--- src/rtl/uart_pkg.sv ---
// Shared UART definitions: FSM state type, idle line level and index-width helper.
// Used by both the transmitter and its paired receiver.
package uart_pkg;

  typedef enum logic [1:0] {IDLE, START, DATA, STOP} uart_state_t;

  localparam logic UART_IDLE_LEVEL = 1'b1;

  function automatic int uart_idx_w(int bits);
    return (bits <= 1) ? 1 : $clog2(bits);
  endfunction

endpackage

--- src/rtl/uart_tx.sv ---
// UART transmitter: one-entry holding register feeding an LSB-first frame shifter.
// Bit timing comes from an external baud_tick strobe shared with the receiver.
module uart_tx #(
  parameter int unsigned DATA_BITS = 3,
  parameter int unsigned STOP_BITS = 1
) (
  input  logic                 clk,
  input  logic                 rst,
  input  logic                 baud_tick,
  input  logic                 tx_valid,
  input  logic [DATA_BITS-1:0] tx_data,
  output logic                 tx_ready,
  output logic                 tx_serial,
  output logic                 tx_busy,
  output logic                 tx_done
);
  import uart_pkg::*;

  localparam int IDX_W = uart_idx_w(DATA_BITS);
  localparam logic [IDX_W-1:0] IDX_LAST = IDX_W'(DATA_BITS - 1);
  localparam logic STOP_LAST = 1'(STOP_BITS - 1);

  uart_state_t state_q, state_d;
  logic [DATA_BITS-1:0] hold_q, hold_d;
  logic [DATA_BITS-1:0] shift_q, shift_d;
  logic                 hold_valid_q, hold_valid_d;
  logic [IDX_W-1:0]     bit_idx_q, bit_idx_d;
  logic [IDX_W-1:0]     next_idx;
  logic                 stop_cnt_q, stop_cnt_d;
  logic                 line_q, line_d;
  logic                 done_q, done_d;

  assign next_idx  = bit_idx_q + IDX_W'(1);
  assign tx_ready  = ~hold_valid_q;
  assign tx_serial = line_q;
  assign tx_done   = done_q;
  assign tx_busy   = (state_q != IDLE) || hold_valid_q;

  always_comb begin
    state_d      = state_q;
    hold_d       = hold_q;
    hold_valid_d = hold_valid_q;
    shift_d      = shift_q;
    bit_idx_d    = bit_idx_q;
    stop_cnt_d   = stop_cnt_q;
    line_d       = line_q;
    done_d       = 1'b0;

    // Accept needs an empty holder and transfer needs a full one, so they never collide.
    if (tx_valid && !hold_valid_q) begin
      hold_d       = tx_data;
      hold_valid_d = 1'b1;
    end

    case (state_q)
      IDLE: begin
        line_d = UART_IDLE_LEVEL;
        if (hold_valid_q && baud_tick) begin
          shift_d      = hold_q;
          hold_valid_d = 1'b0;
          line_d       = 1'b0;
          state_d      = START;
        end
      end
      START: begin
        if (baud_tick) begin
          line_d    = shift_q[0];
          bit_idx_d = '0;
          state_d   = DATA;
        end
      end
      DATA: begin
        if (baud_tick) begin
          if (bit_idx_q == IDX_LAST) begin
            line_d     = UART_IDLE_LEVEL;
            stop_cnt_d = 1'b0;
            state_d    = STOP;
          end else begin
            bit_idx_d = next_idx;
            line_d    = shift_q[next_idx];
          end
        end
      end
      STOP: begin
        if (baud_tick) begin
          if (stop_cnt_q != STOP_LAST) begin
            stop_cnt_d = stop_cnt_q + 1'b1;
          end else begin
            done_d = 1'b1;
            if (hold_valid_q) begin
              shift_d      = hold_q;
              hold_valid_d = 1'b0;
              line_d       = 1'b0;
              state_d      = START;
            end else begin
              line_d  = UART_IDLE_LEVEL;
              state_d = IDLE;
            end
          end
        end
      end
      default: begin
        line_d  = UART_IDLE_LEVEL;
        state_d = IDLE;
      end
    endcase
  end

  always_ff @(posedge clk) begin
    if (rst) begin
      state_q      <= IDLE;
      hold_q       <= '0;
      hold_valid_q <= 1'b0;
      shift_q      <= '0;
      bit_idx_q    <= '0;
      stop_cnt_q   <= 1'b0;
      line_q       <= UART_IDLE_LEVEL;
      done_q       <= 1'b0;
    end else begin
      state_q      <= state_d;
      hold_q       <= hold_d;
      hold_valid_q <= hold_valid_d;
      shift_q      <= shift_d;
      bit_idx_q    <= bit_idx_d;
      stop_cnt_q   <= stop_cnt_d;
      line_q       <= line_d;
      done_q       <= done_d;
    end
  end

endmodule
--- config.mk ---
export PLATFORM = sky130hd
export DESIGN_NAME = uart_tx
export DESIGN_NICKNAME = d
export VERILOG_FILES = /design/src/rtl/uart_pkg.sv /design/src/rtl/uart_tx.sv
export SDC_FILE = /design/constraint.sdc
export NUM_CORES = 1
export LEC_CHECK = 0
export BUFFER_PORTS_ARGS = -buffer_cell sky130_fd_sc_hd__buf_4
export CAP_MARGIN = 20
export CORE_MARGIN = 2
export CORE_UTILIZATION = 50
export DETAILED_ROUTE_END_ITERATION = 6
export PLACE_DENSITY_LB_ADDON = 0.1
export SYNTH_ARGS = -nofsm -noshare
export SYNTH_HDL_FRONTEND = slang
export SYNTH_SLANG_ARGS = --single-unit
--- constraint.sdc ---
create_clock -name clk -period 2.8 [get_ports clk]
set_input_delay 0.56 -clock clk [delete_from_list [all_inputs] [get_ports clk]]
set_output_delay 0.56 -clock clk [all_outputs]
set_load 0.01 [all_outputs]
==> results.json <==
{
  "nets": 100,
  "required_ps": 2980,
  "initial_utilization_pct": 56.3,
  "crit_family": "compound AO/OA/AOI/OAI gates",
  "gp_congestion": 0.802,
  "syn_nets": 86,
  "hold_viol": 0,
  "area_delta_synth_final_pct": 17.7,
  "dp_slack_ps": 810,
  "die_h_um": 40.1,
  "pwr-share-comb_pct": 41.8,
  "max_freq_mhz": 491,
  "rsz0062_at_grt": "no",
  "yosys_register_bits": 13,
  "final_cell_mix": "dfxtp_1, nor2_1, buf_4",
  "synth_top_area_share_pct": 40.0,
  "place_hpwl_um": 918,
  "crit_type": "reg2reg",
  "grt_pass1_wl_um": 1990,
  "layout_commonest_cell": "dfxtp_1",
  "finalWirelength_um": 1220,
  "yosysWarnings": 0,
  "finalCritPeriodShare_pct": 72.8,
  "cts_buffers": 3,
  "clk_path_buf_depth": 2,
  "cp_max_fo": 6,
  "peakVddDrop_mv": 0.511,
  "slew_headroom_pct": 68.3,
  "pin_count": 11,
  "first_pass_iters": 4,
  "crit_chain": "inv_1, ha_1, or3_4, a222oi_1, o21ai_1, a221oi_1",
  "synth_area_leaders": "dfxtp_1, mux2i_1, ha_1",
  "rows": 12,
  "finalMaxSlewViolations": 0,
  "seq_area_frac_synth_pct": 40.0,
  "clock-sinks": 13,
  "finalClockSkew_ps": 5.07,
  "seqPwrFrac_pct": 39.0,
  "ctsResizeCount": 0,
  "h-tree-depth": 1,
  "coreArea_mm2": 0.00116,
  "io_buffers": 10,
  "grt_usage_pct": 19.0,
  "antenna_found_initial": 0,
  "switching_share_pct": 35.9,
  "path_clk_slew_ps": 80,
  "cts_setup_buffers": 0,
  "synthesis.area_um2": 651,
  "outcome": "finished clean",
  "viasPerCell": 5.63,
  "cts_tree": "built",
  "min_path_type": "reg2reg",
  "crit_buf_inv": 1,
  "final_cells": 101,
  "slowest_delay_ps": 400,
  "cap_violations": 0,
  "internal_power_mw": 0.394,
  "setup-violations-final": 0,
  "fin_tns_setup_ps": 0,
  "cts_root_buf": "clkbuf_4",
  "overflow": 0,
  "totalPowerFinal_mw": 0.614,
  "yosysUniqueCellTypes": 23,
  "p_leak_nw": 0.353,
  "synthCells": 74,
  "worstSetupEndpointType": "register",
  "die_area_mm2": 0.00161,
  "fin_hold_ws_ps": 497,
  "drtIter0Drc": 11,
  "start_kind": "register",
  "drc": 0,
  "tightest_slew_ps": 475,
  "switching_power_mw": 0.220,
  "synth.avg_cell_area_um2": 8.79,
  "synth_area_leader_cell": "dfxtp_1",
  "die_x_um": 40.1,
  "vias": 569,
  "clock_latency_ps": 270,
  "wl_per_cell_um": 12.1,
  "dp_cells": 97,
  "grt_max_degree": 14,
  "p_clk_share_pct": 19.2,
  "ant_nets": 0,
  "period_minus_slack_ps": 2040,
  "n_antenna_cell": 0,
  "drive_above_1_share_pct": 18.4,
  "grt_pass1_vias": 485,
  "setup_ws_ps": 761,
  "critical_path.slowest_cell": "or3_4",
  "critPathArrivalTime_ps": 2220,
  "hold_buffers": 0,
  "power.density_mw_per_mm2": 802
}
-- through the flow --
stage	area, um2	util [%]
CTS	766	66.2
detailed placement	739	64.0
floorplan	651	-
global placement	739	64.0
finish	766	66.2
global route	766	66.2
-- layer usage --
metal / vias up / part of all wire [%] / track usage [%]
met5: - / 0 / 0
met4: 0 / 0.90 / 10.3
met3: 2 / 5.9 / 5.00
met2: 19 / 45 / 29.4
met1: 258 / 48 / 23.8
li1: 290 / - / -
-- worst reg2reg max path, delay by kind of cell (launching register included) --
kind | cells | cell delay [ps]
flops | 1 | 370
fa+ha+maj | 1 | 270
compound gates | 3 | 800
buf+inv | 1 | 100
simple gates | 1 | 400
-- cell usage after synthesis --
cell	n
a222oi_1	1
a211oi_1	1
clkbuf_1	1
a221oi_1	1
nor2b_1	1
or3_4	1
inv_1	7
nor3_1	1
a31oi_1	2
mux2i_1	8
ha_1	5
nor2_1	11
nand3_1	3
o21ai_1	1
nand2_1	6
dfxtp_1	13
a221o_2	1
or2_2	1
o21ai_0	4
o2bb2ai_1	1
a22oi_1	2
nand2b_1	1
a21oi_1	1
-- final timing paths --
path                                              start                       to  slack, ps  cells past startpoint
worst max register to register  state_q[0]$_SDFFE_PP0P_  state_q[0]$_SDFFE_PP0P_        760                      6
worst min-delay path            shift_q[2]$_SDFFE_PP0P_  shift_q[2]$_SDFFE_PP0P_        500                      2
worst min register to register  shift_q[2]$_SDFFE_PP0P_  shift_q[2]$_SDFFE_PP0P_        500                      2
worst max-delay path            state_q[0]$_SDFFE_PP0P_  state_q[0]$_SDFFE_PP0P_        760                      6
-- registers in the layout (all words and copies together), names as in the netlist --
register	flops
shift_q	3
hold_valid_q	1
tx_done	1
hold_q	3
bit_idx_q	2
state_q	2
tx_serial	1
-- area by class of cell --
cell class / count / area, um2
clock buffers: 4 / 26.3
inverters: 7 / 26.3
repair buffers: 10 / 75.1
well taps: 14 / 17.5
multi-input cells: 53 / 360
fillers: 104 / 390
flip-flops and latches: 13 / 260
-- kinds of logic (layout without fill, tap and decap cells) --
kind of cell | count (synthesis) | after routing | synth area share (%)
AO/OA/AOI/OAI | 15 | 15 | 16.0
adder cells (fa/ha/maj) | 5 | 5 | 9.62
buffers and inverters | 8 | 21 | 4.62
flip-flops | 13 | 13 | 40.0
multiplexers | 8 | 8 | 12.3
AND/OR/NAND/NOR | 25 | 25 | 17.5
-- power by group through the flow --
stage | clock network (mW) | logic [mW] | registers, mW
final | 0.118 | 0.257 | 0.239
after global routing | 0.128 | 0.284 | 0.244
after CTS | 0.121 | 0.255 | 0.239
after detailed placement | 0 | 0.254 | 0.244
after global placement | 0 | 0.250 | 0.241
after floorplan | 0 | 0.184 | 0.238
No activity file was read; power rests on OpenSTA's default activity.
